### config.mk
export PLATFORM = sky130hd
export DESIGN_NAME = fetch_ctrl_flat
export DESIGN_NICKNAME = d
export VERILOG_FILES = /design/src/rtl/fetch_ctrl_if.sv /design/src/rtl/fetch_ctrl.sv /design/src/flat_wrapper.sv
export SDC_FILE = /design/constraint.sdc
export NUM_CORES = 1
export LEC_CHECK = 0
export CAP_MARGIN = 20
export CORE_MARGIN = 5
export CORE_UTILIZATION = 30
export CTS_CLUSTER_DIAMETER = 200
export CTS_CLUSTER_SIZE = 20
export DETAILED_ROUTE_END_ITERATION = 10
export PLACE_DENSITY = 0.63
export SLEW_MARGIN = 20
export SYNTH_ARGS = -nofsm -noshare
export SYNTH_HDL_FRONTEND = slang
export SYNTH_SLANG_ARGS = --single-unit
### constraint.sdc
create_clock -name clk -period 2.1 [get_ports clk]
set_input_delay 0.42 -clock clk [delete_from_list [all_inputs] [get_ports clk]]
set_output_delay 0.42 -clock clk [all_outputs]
set_load 0.05 [all_outputs]
### src/rtl/fetch_ctrl_if.sv
// rtl/fetch_ctrl_if.sv - fetch sequencer bundle: launch control, decoder feedback, pc and status
interface fetch_ctrl_if #(
    parameter int PC_W  = 16,
    parameter int OFF_W = 8,
    parameter int CNT_W = 16
);
    logic             start;
    logic [PC_W-1:0]  start_addr;
    logic             stall;
    logic             halt_req;
    logic             branch_en;
    logic             branch_abs;
    logic [OFF_W-1:0] branch_off;
    logic [PC_W-1:0]  jump_target;
    logic [PC_W-1:0]  pc;
    logic             running;
    logic             done;
    logic [CNT_W-1:0] instr_count;

    modport master (
        input  start, start_addr, stall, halt_req,
        input  branch_en, branch_abs, branch_off, jump_target,
        output pc, running, done, instr_count
    );

    modport slave (
        output start, start_addr, stall, halt_req,
        output branch_en, branch_abs, branch_off, jump_target,
        input  pc, running, done, instr_count
    );
endinterface

### src/rtl/fetch_ctrl.sv
// rtl/fetch_ctrl.sv - program counter and fetch sequencer with IDLE/RUN/HALTED gating
module fetch_ctrl #(
    parameter int PC_W  = 16,
    parameter int OFF_W = 8,
    parameter int CNT_W = 16
) (
    input  logic         clk,
    input  logic         reset,
    fetch_ctrl_if.master bus
);
    localparam logic [1:0] ST_IDLE   = 2'd0;
    localparam logic [1:0] ST_RUN    = 2'd1;
    localparam logic [1:0] ST_HALTED = 2'd2;

    logic [1:0]       state_q, state_d;
    logic [PC_W-1:0]  pc_q, pc_d;
    logic [CNT_W-1:0] cnt_q, cnt_d;
    logic             running_q, running_d;
    logic             done_q, done_d;

    logic [PC_W-1:0]  off_sext;
    logic [CNT_W-1:0] cnt_inc;

    assign off_sext = {{(PC_W-OFF_W){bus.branch_off[OFF_W-1]}}, bus.branch_off};
    // Retired count saturates instead of wrapping so long runs still read as "at least".
    assign cnt_inc  = (cnt_q == {CNT_W{1'b1}}) ? cnt_q : cnt_q + {{(CNT_W-1){1'b0}}, 1'b1};

    always_comb begin
        state_d = state_q;
        pc_d    = pc_q;
        cnt_d   = cnt_q;
        case (state_q)
            ST_IDLE, ST_HALTED: begin
                if (bus.start) begin
                    state_d = ST_RUN;
                    pc_d    = bus.start_addr;
                    cnt_d   = '0;
                end
            end
            ST_RUN: begin
                if (bus.halt_req) begin
                    state_d = ST_HALTED;
                    cnt_d   = cnt_inc;
                end else if (bus.stall) begin
                    pc_d  = pc_q;
                end else if (bus.branch_en) begin
                    pc_d  = bus.branch_abs ? bus.jump_target : pc_q + off_sext;
                    cnt_d = cnt_inc;
                end else begin
                    pc_d  = pc_q + {{(PC_W-1){1'b0}}, 1'b1};
                    cnt_d = cnt_inc;
                end
            end
            default: begin
                state_d = ST_IDLE;
            end
        endcase
        running_d = (state_d == ST_RUN);
        done_d    = (state_d == ST_HALTED);
    end

    always_ff @(posedge clk) begin
        if (reset) begin
            state_q   <= ST_IDLE;
            pc_q      <= '0;
            cnt_q     <= '0;
            running_q <= 1'b0;
            done_q    <= 1'b0;
        end else begin
            state_q   <= state_d;
            pc_q      <= pc_d;
            cnt_q     <= cnt_d;
            running_q <= running_d;
            done_q    <= done_d;
        end
    end

    assign bus.pc          = pc_q;
    assign bus.running     = running_q;
    assign bus.done        = done_q;
    assign bus.instr_count = cnt_q;
endmodule

### src/flat_wrapper.sv
// flat-port wrapper written by rule: the top's interface ports become plain ports
module fetch_ctrl_flat 
#(
    parameter int PC_W  = 16,
    parameter int OFF_W = 8,
    parameter int CNT_W = 16
)
  (clk, reset, bus_start, bus_start_addr, bus_stall, bus_halt_req, bus_branch_en, bus_branch_abs, bus_branch_off, bus_jump_target, bus_pc, bus_running, bus_done, bus_instr_count);
  fetch_ctrl_if #(.PC_W(PC_W), .OFF_W(OFF_W), .CNT_W(CNT_W)) bus_i ();
  input  logic clk;
  input  logic reset;
  input wire logic [$bits(bus_i.start)-1:0] bus_start;
  input wire logic [$bits(bus_i.start_addr)-1:0] bus_start_addr;
  input wire logic [$bits(bus_i.stall)-1:0] bus_stall;
  input wire logic [$bits(bus_i.halt_req)-1:0] bus_halt_req;
  input wire logic [$bits(bus_i.branch_en)-1:0] bus_branch_en;
  input wire logic [$bits(bus_i.branch_abs)-1:0] bus_branch_abs;
  input wire logic [$bits(bus_i.branch_off)-1:0] bus_branch_off;
  input wire logic [$bits(bus_i.jump_target)-1:0] bus_jump_target;
  output wire logic [$bits(bus_i.pc)-1:0] bus_pc;
  output wire logic [$bits(bus_i.running)-1:0] bus_running;
  output wire logic [$bits(bus_i.done)-1:0] bus_done;
  output wire logic [$bits(bus_i.instr_count)-1:0] bus_instr_count;
  assign bus_i.start = bus_start;
  assign bus_i.start_addr = bus_start_addr;
  assign bus_i.stall = bus_stall;
  assign bus_i.halt_req = bus_halt_req;
  assign bus_i.branch_en = bus_branch_en;
  assign bus_i.branch_abs = bus_branch_abs;
  assign bus_i.branch_off = bus_branch_off;
  assign bus_i.jump_target = bus_jump_target;
  assign bus_pc = bus_i.pc;
  assign bus_running = bus_i.running;
  assign bus_done = bus_i.done;
  assign bus_instr_count = bus_i.instr_count;
  fetch_ctrl #(.PC_W(PC_W), .OFF_W(OFF_W), .CNT_W(CNT_W)) u_core (.clk(clk), .reset(reset), .bus(bus_i));
endmodule
==> results of run 1 <==
==> worst max-delay path: stages <==
cell and delay, ns:
clkdlybuf4s15_1 0.21, ha_4 0.18, fa_2 0.33, a21o_1 0.22, a22o_4 0.25, o211ai_1 0.22
mux2i_1 0.22, o2111ai_1 0.11, a31oi_1 0.16
==> sequential cells by signal, indices dropped and copies added, names as in the netlist <==
register	flops
u_core.bus.running	1
u_core.bus.pc	16
u_core.bus.instr_count	16
u_core.bus.done	1
u_core.state_q	2
==> Yosys cell counts (8+ instances only) <==
cell | instances | area [um^2]
ha_1 | 17 | 213
a21oi_1 | 30 | 150
dfxtp_1 | 36 | 721
xor2_1 | 18 | 158
nand2_1 | 37 | 139
a31oi_1 | 8 | 50.1
clkbuf_1 | 13 | 48.8
nand3_1 | 16 | 80.1
and3_1 | 9 | 56.3
nor2_1 | 48 | 180
nor3_1 | 10 | 50.1
o21ai_0 | 17 | 85.1
xnor2_1 | 12 | 105
mux2i_1 | 8 | 80.1
nand4_1 | 15 | 93.8
==> cell usage in the layout, fill, tap and decap left out, types with 14 or more instances in the layout <==
| cell type | n |
|---|---|
| nand4_1 | 15 |
| xor2_1 | 18 |
| a21oi_1 | 24 |
| dfxtp_1 | 24 |
| o21ai_0 | 14 |
| nand3_1 | 16 |
| nand2_1 | 37 |
| buf_4 | 80 |
| nor2_1 | 46 |
| clkdlybuf4s50_1 | 74 |
==> power breakdown <==
part | switching [W] | leakage (nW) | total [W] | internal (W)
clock | 0.000270 | 0.0566 | 0.000575 | 0.000305
sequential | 0.0000672 | 0.299 | 0.000794 | 0.000726
combinational | 0.000582 | 1.52 | 0.00113 | 0.000545
==> layer usage <==
metal / up-vias / GRT usage [%] / part of all wire (%)
li1: 1756 / - / -
met1: 1645 / 24.3 / 45
met2: 110 / 29.5 / 48
met3: 13 / 2.39 / 5.7
met4: 0 / 5.28 / 1.7
met5: - / 0 / 0
==> stage by stage <==
step	util, %	setup TNS [ns]	power [W]
after floorplan	-	-0.0323	0.00137
after global routing	49.0	-0.119	0.00264
after detailed placement	46.0	-6.29	0.00185
final	49.0	-0.00465	0.00249
after CTS	48.2	0	0.00249
after global placement	46.0	-5.39	0.00184
==> layout make-up <==
cell class	count	area, um^2
well taps	133	166
repair buffers	161	1420
clock buffers	6	93.8
clock inverters	2	11.3
fillers	971	4980
inverters	5	18.8
flip-flops and latches	36	741
multi-input cells	335	2340
==> path summary, 6_finish.rpt <==
kind / startpoint / end / slack [ns] / depth (start not counted)
max: bus_branch_off[0] / u_core.bus.pc[12] / -0.005 / 9
min: u_core.bus.instr_count[12] / u_core.bus.instr_count[12] / 0.54 / 2
max reg2reg: u_core.bus.pc[0] / u_core.bus.pc[12] / -0.005 / 8
min reg2reg: u_core.bus.instr_count[12] / u_core.bus.instr_count[12] / 0.54 / 2
==> cells by family after synthesis <==
kind of cell	after synthesis	synth area share (%)
mux	9	3.04
fa+ha+maj	18	7.74
xor+xnor	30	8.74
compound gates	105	23.3
buf+inv	25	3.54
flops	36	24.0
simple gates	173	29.6
==> timing repair <==
action / CTS / global route
setup endpoints to repair: 9 / 9
pin swaps: 11 / 10
resized for setup: 24 / 13
buffers inserted: 3 / 1
endpoints found under the hold margin: 0 / 0
==> metrics.txt, run 1 <==
Post-DP Area about 4500 um^2; IR drop worst, VDD about 0.26 mV; gpl congestion 0.872; DRT Pass-1 Iters 4; GRT Total Usage between 10% and 20%; Async SR Flop Fraction 0%; worst skew pair latency around 0.29 ns; CP Launch Type input port; Die Ht around 110 um; synth unique cells 63; fin. max-slew vios 0; slew margin rel. roughly 66%; final hold viol count 0; largest net degree at the start of global routing 24; nature of the critical path endpoint register; Starting Density between 30% and 40%; global route overflow 0; area of the die about 12,000 um^2; antenna violations before repair 0; failing checks setup timing; Finish-stage setup viols 1; vias in the first global route roughly 3,600; htree depth 2; outcome complete, but fails checks; WP data required about 2.3 ns; ANT nets after route 0; Num Clock Sinks 36; layout cell share with drive strength beyond 1 26.1%; LEAKAGE ~1.9 nW; NumNets Final between 600 and 700; first-pass GRT wire length ~17 mm; Seq cells post-synth 36; Synth Flop Type dfxtp_1; Layout Skew ~0.0077 ns; highest clock rate roughly 0.48 GHz; DP Wirelength approximately 8.3 mm; Fin Hold WS around 0.54 ns; DP Worst Slack -0.619 ns; EDFF count, synth 0; clock edge transition at the registers on the reported setup and hold paths about 0.080 ns; final worst setup slack -0.00465 ns; cts hold-fix bufs 0; Routed WL about 11 mm; synthesized area between 3000 and 4000 um^2; num rows 36; # diodes 0; CTS tree yes; Cells after Synth around 400; register area share after synthesis between 20% and 30%; maxcap violations 0; RSZ-0062 raised after global routing true; Post-Syn Nets 461; DRC viols 0; Final min period 2.10 ns; Final Cycle Share 100%; CP Class in2reg; fin cells roughly 680; PortBufs 80; Finished Cell Area approximately 4800 um^2; I/O pin total 81; syn avg cell area roughly 7.6 um^2; Critical Path Fanout Max 2; Critical Path AT around 2.3 ns; Area Growth Syn to Fin 59.3%; clock root buffer clkbuf_8; Worst-Margin Slew about 0.5 ns; DRT iter0 DRCs between 150 and 200; post-DR vias/cell between 5 and 6; total CTS buffers 5; vias post-DR between 3,000 and 4,000; CTS max path bufs 2; synth warn 0; average wire per standard cell roughly 16 um; Inst Count DP between 600 and 700; Die W between 100 and 150 um; min-delay worst type reg2reg; Core ar. between 9000 and 10,000 um^2; PwrDens 521 nW/um^2
Power figures use the tool's default switching activity.
==> inputs of run 2 (changes only) <==
- PLACE_DENSITY: 0.63 -> 0.61
- SKIP_CTS_REPAIR_TIMING: not set -> 1
- clock period: 2.1 -> 2.15 ns (I/O delays scaled with it)
==> run 2 against run 1 <==
The flow now finishes without violations. Critical endpoint is now u_core.bus.pc[8]. Wire length increased by 0.76%. Highest routed layer unchanged. Setup slack improved by 0.036 ns. Clock skew about the same. Sequential cell count unchanged.
==> metrics.txt, run 2 (synthesis gave the netlist of run 1 again) <==
sw frac 37.4% (+0.60 points); vias post-DR 3,426 (-2.8%); Critical Path AT 2.32 ns (about the same); CTS tree yes; # diodes 0 (unchanged); clock edge transition at the registers on the reported setup and hold paths 0.08 ns (about the same); Fin Hold WS 0.554 ns (+0.0163 ns); Setup TNS 0 ns (+0.00465 ns); Post-DP Area 4510 um^2 (+0.19%); nature of the critical path endpoint register; sequential share of power 31.0% (-0.8 points); GRT Total Usage 18.1% (+0.27 points); highest clock rate roughly 0.47 GHz; outcome completed; CP Class in2reg; average wire per standard cell 16.0 um (+1.5%); min-delay worst type reg2reg; I/O pin total 81 (unchanged); Final Core Density 48.6% (-0.37 points); post-DR vias/cell 5.09 (-2.1%); vias in the first global route 3,465 (-2.9%); NumNets Final 604 (-0.82%); Finished Cell Area 4750 um^2 (-0.76%); largest net degree at the start of global routing 28 (+17%); Die W 110 um (unchanged); PwrDens 518 nW/um^2 (-0.45%); fin. max-slew vios 0 (unchanged); Num Clock Sinks 36 (unchanged); area of the die 12,100 um^2 (unchanged); Die Ht 110 um (unchanged); Starting Density 30.8% (unchanged); layout cell share with drive strength beyond 1 24.6% (-1.4 points); total CTS buffers 5 (unchanged); commonest non-fill, non-tap cells in the layout clkdlybuf4s50_1, buf_4, nor2_1; Core ar. 9770 um^2 (unchanged); DRT iter0 DRCs 178 (+5.3%); gpl congestion 0.867 (-0.61%); Pint 0.00154 W (-2.1%); RSZ-0062 raised after global routing true; DP Wirelength 8.50 mm (+1.9%); Final Cycle Share a little over nine tenths; IR drop worst, VDD 0.386 mV (+47%); num rows 36 (unchanged); Area Growth Syn to Fin 58.1%; antenna violations before repair 0 (unchanged); DRC viols 0 (unchanged); maxcap violations 0 (unchanged); Clk network pwr share 23.9% (+0.9 points); LEAKAGE 1.88 nW (about the same); global route overflow 0 (unchanged); CP Launch Type input port; clock root buffer clkbuf_8; final hold viol count 0 (unchanged); DRT Pass-1 Iters 4 (unchanged); Finish-stage setup viols 0 (-1); Routed WL 10.8 mm (+0.76%); worst skew pair latency 0.30 ns (about the same); Critical Path Fanout Max 3 (+1); PortBufs 80 (unchanged); slew margin rel. 60.8% (-4.9 points); Worst-Margin Slew 0.581 ns (+0.0673 ns); Sw Pwr 0.000923 W (+0.40%); htree depth 2 (unchanged); part of the power in combinational logic 45.1% (about the same); Layout Skew 0.00722 ns (-0.000478 ns); ANT nets after route 0 (unchanged); Final min period 2.12 ns; commonest non-fill, non-tap cell in the layout clkdlybuf4s50_1; CTS max path bufs 2 (unchanged); first-pass GRT wire length 17.3 mm (-0.86%); WP data required 2.35 ns (+0.03 ns)
[run 2: cell types whose count changed in the layout (fill, tap and decap cells not counted), moves of 2 or more]
cell and change:
buf_4 -7, a21oi_1 +3, dlygate4sd2_1 -3, dlymetal6s2s_1 +3
a21oi_2 -2, buf_12 +2, clkdlybuf4s50_1 +2, ha_2 +2
[run 2: final cells by class]
class                           count  area, um^2
Clock inverter                      2        11.3
Timing Repair Buffer              156        1420
Multi-Input combinational cell    335        2310
Tap cell                          133         166
Clock buffer                        6        93.8
Sequential cell                    36         739
Fill cell                         938        5020
Inverter                            5        18.8
[run 2: metrics by stage]
| step | power (W) | worst slack, ns | cells |
|---|---|---|---|
| final | 0.00246 | 0.0309 | 673 |
| after global routing | 0.00259 | -0.0808 | 673 |
| after CTS | 0.00242 | -0.289 | 672 |
| after detailed placement | 0.00183 | -0.589 | 664 |
| after global placement | 0.00182 | -0.539 | 664 |
| after floorplan | 0.00134 | -0.0128 | 396 |
[run 2: worst max-delay path, cell delays in order]
cell             delay (ns)
clkdlybuf4s50_1        0.42
ha_2                   0.18
a21o_1                 0.20
buf_4                  0.14
a22o_4                 0.27
nor2_2                 0.14
mux2i_1                0.22
a21oi_1                0.08
nor4_1                 0.24
[run 2: per-layer routing]
layer	GRT usage, %	up-vias	routed length, um
li1	-	1745	-
met1	24.6	1587	5030
met2	30.4	82	5050
met3	2.21	12	524
met4	4.93	0	149
met5	0	-	0
[run 2: path summary, 6_finish.rpt]
path | startpoint | to | slack (ns) | cells past startpoint
max | bus_branch_off[3] | u_core.bus.pc[8] | 0.03 | 9
min | u_core.bus.instr_count[8] | u_core.bus.instr_count[8] | 0.55 | 2
min reg2reg | u_core.bus.instr_count[8] | u_core.bus.instr_count[8] | 0.55 | 2
max reg2reg | u_core.bus.pc[0] | u_core.bus.pc[8] | 0.06 | 8
[run 2: power groups by stage]
stage	combinational, W	sequential (W)	clock (W)
2_1_floorplan	0.000439	0.000902	0
3_3_place_gp	0.00105	0.000774	0
3_5_place_dp	0.00105	0.000775	0
4_1_cts	0.00106	0.000760	0.000599
5_1_grt	0.00120	0.000773	0.000620
6_report	0.00111	0.000765	0.000588
